==> config.mk <==
export PLATFORM = sky130hd
export DESIGN_NAME = ivector_unpack
export DESIGN_NICKNAME = d
export VERILOG_FILES = /design/src/rtl/ivector_unpack.sv
export SDC_FILE = /design/constraint.sdc
export NUM_CORES = 1
export LEC_CHECK = 0
export BUFFER_PORTS_ARGS = -buffer_cell sky130_fd_sc_hd__buf_4
export CORE_UTILIZATION = 47
export CTS_BUF_LIST = sky130_fd_sc_hd__clkbuf_4
export DETAILED_ROUTE_END_ITERATION = 10
export PLACE_DENSITY_LB_ADDON = 0.05
export SLEW_MARGIN = 5
export SYNTH_ARGS = -nofsm -noshare
export SYNTH_HDL_FRONTEND = slang
export SYNTH_SLANG_ARGS = --single-unit
==> constraint.sdc <==
create_clock -name CLK -period 5.3 [get_ports CLK]
set_input_delay 0.795 -clock CLK [delete_from_list [all_inputs] [get_ports CLK]]
set_output_delay 0.795 -clock CLK [all_outputs]
set_load 0.02 [all_outputs]
==> src/rtl/ivector_unpack.sv <==
// ivector_unpack: dequeues one {.., c, b, a} vector per upstream handshake and
// re-emits its elements a, b, c, ... one word at a time through a guarded enq.
// Back-to-back vectors stream at one word per cycle with no bubble.
// Optional feature macro: IVECTOR_UNPACK_LAST_EN adds out_enq_last, which is
// high while the final element of a vector is being offered.
module ivector_unpack #(
  parameter int WIDTH = 32,
  parameter int ELEMS = 3
) (
  input  logic                   CLK,
  input  logic                   RST,
  input  logic [WIDTH*ELEMS-1:0] in_first,
  input  logic                   in_first__RDY,
  input  logic                   in_deq__RDY,
  output logic                   in_deq__ENA,
  output logic [WIDTH-1:0]       out_enq_v,
  input  logic                   out_enq__RDY,
  output logic                   out_enq__ENA,
  output logic                   busy
`ifdef IVECTOR_UNPACK_LAST_EN
  ,
  output logic                   out_enq_last
`endif
);

  typedef enum logic {IDLE = 1'b0, SEND = 1'b1} st_t;

  localparam logic [1:0] LAST_IDX = 2'(ELEMS - 1);

  st_t                   st_q, st_d;
  logic [WIDTH*ELEMS-1:0] hold_q, hold_d;
  logic [1:0]            idx_q, idx_d;

  logic       sending;
  logic       last_xfer;
  logic       load;
  logic       enq_ena;
  logic [WIDTH-1:0] cur_word;

  // Handshake decode; deq is suppressed while reset is held so nothing is consumed
  always_comb begin
    sending   = (st_q == SEND);
    enq_ena   = sending & out_enq__RDY;
    last_xfer = enq_ena & (idx_q == LAST_IDX);
    load      = ~RST & in_first__RDY & in_deq__RDY & (~sending | last_xfer);
  end

  // Select the element addressed by idx from the captured vector
  always_comb begin
    cur_word = '0;
    for (int k = 0; k < ELEMS; k++) begin
      if (idx_q == 2'(k)) cur_word = hold_q[k*WIDTH +: WIDTH];
    end
  end

  // Output drive; the word bus reads zero whenever nothing is being offered
  always_comb begin
    in_deq__ENA  = load;
    out_enq__ENA = enq_ena;
    out_enq_v    = sending ? cur_word : '0;
    busy         = sending;
  end

`ifdef IVECTOR_UNPACK_LAST_EN
  // End-of-vector marker accompanies the final element
  always_comb begin
    out_enq_last = sending & (idx_q == LAST_IDX);
  end
`endif

  // Next-state: a load wins over the final transfer so back-to-back vectors chain
  always_comb begin
    st_d   = st_q;
    hold_d = hold_q;
    idx_d  = idx_q;
    if (load) begin
      hold_d = in_first;
      idx_d  = '0;
      st_d   = SEND;
    end else if (enq_ena) begin
      if (idx_q == LAST_IDX) begin
        st_d  = IDLE;
        idx_d = '0;
      end else begin
        idx_d = idx_q + 2'd1;
      end
    end
  end

  // State registers; reset drops any partially sent vector
  always_ff @(posedge CLK or posedge RST) begin
    if (RST) begin
      st_q   <= IDLE;
      hold_q <= '0;
      idx_q  <= '0;
    end else begin
      st_q   <= st_d;
      hold_q <= hold_d;
      idx_q  <= idx_d;
    end
  end

endmodule

After elaboration in Yosys (flattened, before gate mapping)
Cells that the tools add are included.

Equal/unequal tests: 2. Multiplexer cells: 10. Bitwise logic cells: 8. $add $sub $neg: 1. Reduce and logical (&&, ||, !) cells: 4.

Operator list (number): $mux W32 (4); $mux W2 (3); $and A1 B1 Y1 (5); $reduce_bool A2 Y1 (2); $mux W1 (3); $add A2 B1 Y2 const B (1); $eq A2 B1 Y1 const B (1); $eq A2 B2 Y1 const B (1); $logic_not A2 Y1 (1); $not A1 Y1 (2); $reduce_and A2 Y1 (1); $or A1 B1 Y1 (1).

Input port bits: 101. Flip-flop bits (word level): 99. Output and inout bits: 35.

Longest topological paths before layout
Gate-level depths: netlist of the first run.

Word-level depth: 6. Mapped depth: 6. Depth with buffers taken out: 3.

Worst setup path after synthesis of the first run
No wires, ideal clock.

Kind: input-to-output. From: input RST. To: output in_deq__ENA. Arrival: 1.566 ns. Required time: 4.505 ns. Stages on the path: 4. Slack: 2.939 ns. Buffers on the path: 2. Path through: nand3b_1 a21oi_4 buf_6 buf_6.

Longest elaborated chain between the ends: 4.

RTL lines: start, declared (RTL line 11) `input logic RST,`; $not A1 Y1 (RTL line 45) `load = ~RST & in_first__RDY & in_deq__RDY & (~sending | last_xfer);`; $and A1 B1 Y1 (3 in a row) (RTL line 45); end, declared (RTL line 15) `output logic in_deq__ENA,`.

No other way between the ends.

Final worst setup path of the first run
From: register idx_q[1]. To: output out_enq_v[2].

Longest elaborated chain between the ends: 5.

RTL lines: start, declared (RTL line 32) `logic [1:0] idx_q, idx_d;`; start signal, assigned (RTL line 99) `idx_q <= idx_d;`; $logic_not A2 Y1 (RTL line 52) `if (idx_q == 2'(k)) cur_word = hold_q[k*WIDTH +: WIDTH];`; $mux W32 (2 in a row) (RTL line 52); $mux W32 * (RTL line 52); $mux W32 * (RTL line 60) `out_enq_v = sending ? cur_word : '0;`; end, declared (RTL line 16) `output logic [WIDTH-1:0] out_enq_v,`.

Mark *: on every way between the ends. The rest lies on a longest branch, timed or not.

==> results of run 1 <==
[registers in the layout, indices dropped and copies added (netlist names)]
register  cells
hold_q       96
idx_q         2
busy          1
[metal layers]
layer / vias to the layer above / wire length [µm] / GRT usage (%)
met5: - / 0 / 0
met4: 0 / 97 / 5.017
met3: 8 / 539 / 6.142
met2: 85 / 4775 / 33.44
met1: 1478 / 4154 / 26.20
li1: 1435 / - / -
[kinds of logic (layout without fill, tap and decap cells)]
kind of cell / Yosys count / after routing / synth area share (%)
multiplexers: 128 / 128 / 30.34
flip-flops: 99 / 99 / 53.63
AND/OR/NAND/NOR: 38 / 38 / 5.309
AO/OA/AOI/OAI: 37 / 37 / 7.015
buffers and inverters: 29 / 157 / 3.711
[report_power, final]
group	switching (µW)	total, µW	internal [µW]
combinational	727	1570	846
clock	237	478	242
sequential	255	1380	1120
[layout by cell type (no fill, tap or decap)]
cell and instances:
buf_4 138, dfrtp_1 98, mux2_2 67, mux2i_1 32
o2bb2ai_1 32, and2_1 32, mux2_1 29, clkbuf_4 10
nand2_1 3, bufinv_16 3, inv_1 2, o211ai_1 2
nand3b_4 1, nand3b_1 1, a21oi_4 1, nor2b_4 1
inv_4 1, o21ai_0 1, o31ai_1 1, clkinv_4 1
clkinv_1 1, dfrtp_2 1, buf_12 1
[stage by stage]
| step | total power, µW | utilization [%] | hold slack [ns] | setup WS [ns] |
|---|---|---|---|---|
| after floorplan | 2436 | - | 0.4574 | 1.915 |
| after CTS | 3474 | 62.59 | 0.4650 | 1.788 |
| after detailed placement | 2995 | 60.69 | 0.4740 | 2.277 |
| after global routing | 3679 | 62.59 | 0.4745 | 1.681 |
| after global placement | 2950 | 60.69 | 0.4674 | 2.310 |
| final | 3429 | 62.59 | 0.4606 | 1.856 |
[worst max-delay path: stages (launching register included)]
cell and delay (ns):
dfrtp_2 0.67, buf_4 0.35, nor2b_4 0.71, o2bb2ai_1 0.20, and2_1 0.15, buf_4 0.14
[layout make-up]
class / count / area [µm²]
clock inverters: 5 / 102.6
clock buffers: 10 / 75.07
multi-input cells: 203 / 1978
flip-flops and latches: 99 / 2479
inverters: 3 / 13.76
repair buffers: 139 / 1056
fillers: 788 / 3506
well taps: 129 / 161.4
[Yosys cell counts, drive strengths merged]
library cell,number
a21oi,1
and2,32
buf,18
clkbuf,8
dfrtp,99
inv,3
mux2,96
mux2i,32
nand2,3
nand3b,2
nor2b,1
o211ai,2
o21ai,1
o2bb2ai,32
o31ai,1
[how the worst min path moves through the flow]
stage	startpoint	endpoint	slack [ns]
finish	RST	hold_q[57]$_DFFE_PP0P_	0.46
global placement	hold_q[19]$_DFFE_PP0P_	hold_q[19]$_DFFE_PP0P_	0.47
CTS	RST	hold_q[57]$_DFFE_PP0P_	0.47
global route	RST	hold_q[23]$_DFFE_PP0P_	0.47
floorplan	hold_q[18]$_DFFE_PP0P_	hold_q[18]$_DFFE_PP0P_	0.46
detailed placement	hold_q[28]$_DFFE_PP0P_	hold_q[28]$_DFFE_PP0P_	0.47
==> metrics.yaml, run 1 <==
outcome:
  status: "finished, final reports clean"
clock_tree:
  cts_max_level: 3
  numCtsBuffers: 9
  clock_sinks: 99
  cts_tree: "yes"
  ctsResizeCount: 0
  clock_path_buffers: 2
  cts-hold-fix-buffers: 0
  cts-root-buf: "clkbuf_4"
  cts_setup_buffers: 0
  clkLatencyLatePin_ns: 0.43
  path_clk_slew_ns: 0.15
placed_design:
  gp_congestion: 0.7244
  placed_cell_area_um2: 5688
  dpl.hpwl_mm: 6.406
  post-place-cells: 573
  port_buffers: 135
timing:
  fin_crit_sh_pct: 64.98
  finalHoldViolCount: 0
  finalSetupViolations: 0
  rsz0062_at_grt: "false"
  fin_crit_ns: 3.444
  fin_setup_tns_ns: 0
  worst_pin_slew_ns: 1.081
  slew_headroom_pct: 27.92
  max_freq_ghz: 0.2904
  clock_skew_ns: 0.02025
  slew_violations: 0
logic_synthesis:
  synth-seq-cells: 99
  syn_area_um2: 4619
  syn_area_per_cell_um2: 13.96
  syn-num-nets: 432
  yosysTopAreaCell: "dfrtp_1"
  yosysSeqAreaShare_pct: 53.63
  ys_warn_count: 0
  yosys-top-cells-area: "dfrtp_1, mux2_2, mux2_1"
  yosysUniqueCellTypes: 19
  synth_top_area_share_pct: 53.63
  synthCells: 331
detailed_routing:
  drt_iter0_drc: 91
  routed_wl_mm: 9.566
  firstDrtPassIters: 4
  post_drt_wl_per_cell_um: 16.27
  drc: 0
  viasPerCell: 5.112
  ant_nets: 0
  vias: 3006
worst_setup_path:
  cp.required_ns: 4.51
  crit_type: "reg -> out"
  timing.rr.start: "idx_q[1]$_DFFE_PP0P_"
  r2r_end: "hold_q[60]$_DFFE_PP0P_"
  cp-start-kind: "register"
  r2r_slack_ns: 2.68
  cp_max_fo: 33
  critPathCaptureType: "output port"
  worstPathArrival_ns: 2.65
  endpoint: "out_enq_v[2]"
  crit_start: "idx_q[1]$_DFFE_PP0P_"
  reg2regPathDepth: 5
layout:
  areaGrowthSynthToFinish_pct: 26.98
  final_nets: 556
  drive_gt1_share_pct: 49.02
  instances_no_fill: 588
  n_antenna_cell: 0
  finalInstanceArea_um2: 5866
global_routing:
  antenna_found_initial: 0
  grt_max_degree: 97
  grt.total_usage_pct: 20.24
  grt_pass1_vias: 3138
  overflow: 0
  grt_pass1_wl_mm: 15.57
floorplan:
  core_region_area_um2: 9371
  io_pins: 136
  placementRows: 35
  initial_core_util_pct: 49.29
  dieArea_um2: 10230
  fp.dieH_um: 101.1
  die-width_um: 101.1
flow_run:
  maxCapViolations: 0
hold_path:
  hold_path_class: "in -> async"
power_and_ir_drop:
  leakage_uw: 0.002665
  power_density_nw_per_um2: 584.6
  peakVddDrop_uv: 322.0
(Power assumes the default switching activity.)
==> run 2, diff against run 1 <==
--- a/config.mk
+++ b/config.mk
@@ -5,6 +5,7 @@
 export SDC_FILE = /design/constraint.sdc
 export NUM_CORES = 1
 export LEC_CHECK = 0
+export ABC_AREA = 1
 export BUFFER_PORTS_ARGS = -buffer_cell sky130_fd_sc_hd__buf_4
 export CORE_UTILIZATION = 47
 export CTS_BUF_LIST = sky130_fd_sc_hd__clkbuf_4
==> constraint.sdc (replaced) <==
create_clock -name CLK -period 2.79 [get_ports CLK]
set_input_delay 0.4185 -clock CLK [delete_from_list [all_inputs] [get_ports CLK]]
set_output_delay 0.4185 -clock CLK [all_outputs]
set_load 0.02 [all_outputs]
==> run 2 against run 1 <==
Routed wire length up 37%. Sequential share of layout area down 1.6 points. Sequential power up 87%. Register-to-register slack worse by 2.1 ns. Critical endpoint is now out_enq_v[0]. Largest cell class unchanged. Highest routed layer unchanged.
==> metrics.yaml, run 2 <==
outcome:
  status: "finished, final reports clean"  # unchanged
placed_design:
  post-place-cells: 887  # was 573
  port_buffers: 135  # unchanged
  gp_congestion: 0.7958  # was 0.7244
  dpl.hpwl_mm: 8.256  # was 6.406 mm
  placed_cell_area_um2: 5987  # was 5688 µm²
logic_synthesis:
  syn-num-nets: 754  # was 432
  yosysMostFrequentCell: "nand2_1"  # was dfrtp_1
  synth-edff-count: 0  # unchanged
  synthArstFlopShare_pct: 100.0  # unchanged
  synth_commonest_cells: "nand2_1, nand3_1, dfrtp_1"  # was dfrtp_1, mux2_2, and2_1, mux2i_1, o2bb2ai_1
  synthMuxAreaShare_pct: 0  # was 30.34%
  syn_area_per_cell_um2: 7.542  # was 13.96 µm²
  syn_area_um2: 4925  # was 4619 µm²
  yosysSeqAreaShare_pct: 50.30  # was 53.63%
  synth-seq-cells: 99  # unchanged
  synthAdderAreaFrac_pct: 0  # unchanged
  synth_top_family_by_area: "simple AND/OR/NAND/NOR gates"  # was multiplexers
  synthCells: 653  # was 331
  yosysUniqueCellTypes: 17  # was 19
  synth-simple-area-share_pct: 40.78  # was 5.309%
  synth_top_area_share_pct: 50.30  # was 53.63%
  yosysTopAreaCell: "dfrtp_1"  # unchanged
  synth_compound_area_share_pct: 0.2033  # was 7.015%
  synthFlopType: "dfrtp_1"  # unchanged
  yosys-top-cells-area: "dfrtp_1, nand2_1, nand3_1"  # was dfrtp_1, mux2_2, mux2_1
  ys_warn_count: 0  # unchanged
  synth-xor-area-share_pct: 0  # unchanged
worst_setup_path:
  crit_type: "reg -> out"  # unchanged
  crit_start: "idx_q[0]$_DFFE_PP0P_"  # was idx_q[1]$_DFFE_PP0P_
  worstPathArrival_ns: 2.06  # was 2.65 ns
  cp.required_ns: 2.37  # was 4.51 ns
  critPathCaptureType: "output port"  # unchanged
  cp_max_fo: 14  # was 33
  r2r_slack_ns: 0.60  # was 2.68 ns
  cp-start-kind: "register"  # unchanged
  timing.rr.start: "idx_q[1]$_DFFE_PP0P_"  # unchanged
clock_tree:
  ctsResizeCount: 0  # unchanged
  clock_sinks: 99  # unchanged
  clkLatencyLatePin_ns: 0.44  # was 0.43 ns
  cts-hold-fix-buffers: 0  # unchanged
  numCtsBuffers: 9  # unchanged
  cts_max_level: 3  # unchanged
  cts_setup_buffers: 0  # unchanged
  cts-root-buf: "clkbuf_4"  # unchanged
  cts_tree: "yes"  # unchanged
  path_clk_slew_ns: 0.14  # was 0.15 ns
  clock_path_buffers: 2  # unchanged
layout:
  largest_register: "hold_q"  # unchanged
  most-common-layout-cells: "nand2_1, nand3_1, buf_4"  # was buf_4, dfrtp_1, mux2_2
  final_nets: 863  # was 556
  instances_no_fill: 903  # was 588
  multi_input_area_um2: 2028  # was 1978 µm²
  finalInstanceArea_um2: 6100  # was 5866 µm²
  postLayoutCoreUtil_pct: 59.62  # was 62.59%
  fillers: 977  # was 788
  final_common_cell: "nand2_1"  # was buf_4
  regArea_um2: 2477  # was 2479 µm²
  areaGrowthSynthToFinish_pct: 23.86  # was 26.98%
  largest_reg_flops: 96  # unchanged
  drive_gt1_share_pct: 22.29  # was 49.02%
  n_antenna_cell: 0  # unchanged
global_routing:
  grt.total_usage_pct: 25.04  # was 20.24%
  overflow: 0  # unchanged
  grt_pass1_vias: 4597  # was 3138
  grt_max_degree: 98  # was 97
  grt_pass1_wl_mm: 21.83  # was 15.57 mm
  antenna_found_initial: 0  # unchanged
hold_path:
  hold_path_class: "in -> async"  # unchanged
flow_run:
  maxCapViolations: 0  # unchanged
floorplan:
  placementRows: 37  # was 35
  die-width_um: 104.4  # was 101.1 µm
  fp.dieH_um: 104.4  # was 101.1 µm
  dieArea_um2: 10890  # was 10230 µm²
  io_pins: 136  # unchanged
  core_region_area_um2: 10230  # was 9371 µm²
  initial_core_util_pct: 48.14  # was 49.29%
detailed_routing:
  drc: 0  # unchanged
  drt_iter0_drc: 216  # was 91
  vias: 4735  # was 3006
  viasPerCell: 5.244  # was 5.112
  firstDrtPassIters: 5  # was 4
  ant_nets: 0  # unchanged
  routed_wl_mm: 13.11  # was 9.566 mm
  post_drt_wl_per_cell_um: 14.51  # was 16.27 µm
power_and_ir_drop:
  leakage_uw: 0.003531  # was 0.002665 µW
  power_density_nw_per_um2: 1060  # was 584.6 nW/µm²
  peakVddDrop_uv: 540.1  # was 322.0 µV
timing:
  hold_slack_ns: 0.1156  # was 0.4606 ns
  clock_skew_ns: 0.01369  # was 0.02025 ns
  max_freq_ghz: 0.4036
  finalHoldViolCount: 0  # unchanged
  worst_pin_slew_ns: 0.9597  # was 1.081 ns
  rsz0062_at_grt: "false"  # unchanged
  fin_setup_tns_ns: 0  # unchanged
  fin_crit_ns: 2.478
  slew_headroom_pct: 36.02  # was 27.92%
  finalSetupViolations: 0  # unchanged
  slew_violations: 0  # unchanged
  fin_crit_sh_pct: 88.80
-- run 2: cell count changes in the layout (fill, tap and decap cells not counted), moves of 32 or more --
cell | before | now
nand2_1 | 3 | 263
nand3_1 | 0 | 192
mux2_2 | 67 | 0
inv_1 | 2 | 38
and2_1 | 32 | 0
mux2i_1 | 32 | 0
o2bb2ai_1 | 32 | 0
-- run 2: power breakdown --
part | internal, µW | switching [µW] | leakage [µW]
logic | 1190 | 2030 | 0.00223
clock network | 219 | 450 | 0.0000631
registers | 2160 | 417 | 0.00123
-- run 2: through the flow --
| stage | power (µW) | worst slack (ns) |
|---|---|---|
| after global placement | 5764 | 0.7135 |
| after CTS | 6507 | 0.2780 |
| after global routing | 7024 | 0.1512 |
| after detailed placement | 5842 | 0.6613 |
| final | 6463 | 0.3124 |
| after floorplan | 4759 | 0.4793 |
-- run 2: area by class of cell --
cell class | count | area share (%)
clock buffers | 13 | 1.600
clock inverters | 3 | 0.2462
inverters | 40 | 2.544
multi-input cells | 463 | 33.25
flip-flops and latches | 99 | 40.62
well taps | 136 | 2.790
repair buffers | 149 | 18.95
-- run 2: per-layer routing --
layer  routed length (µm)  vias up  share of wire, %  GRT usage [%]
met1                 5850     2225                45          34.00
met5                    0        -                 0              0
li1                     -     2298                 -              -
met4                  238        0               1.8          10.10
met3                  912       16               7.0          3.947
met2                 6104      196                47          40.07
-- run 2: worst paths after layout --
kind	end	depth (start not counted)
worst max-delay path	out_enq_v[0]	8
worst min-delay path	hold_q[15]$_DFFE_PP0P_	3
worst max register to register	hold_q[67]$_DFFE_PP0P_	6
worst min register to register	hold_q[37]$_DFFE_PP0P_	2
max in group asynchronous	hold_q[31]$_DFFE_PP0P_	3
min in group CLK	hold_q[51]$_DFFE_PP0P_	3
-- run 2: kinds of logic after synthesis --
family	after synthesis
buf+inv	91
flops	99
compound gates	2
simple gates	461
-- run 2: critical path, cell delays in order, from the launching register on --
cell     delay [ns]
dfrtp_1        0.44
buf_4          0.21
nor2_4         0.27
buf_4          0.28
nand2_1        0.07
nand3_1        0.07
nand2_1        0.05
inv_1          0.08
buf_4          0.14
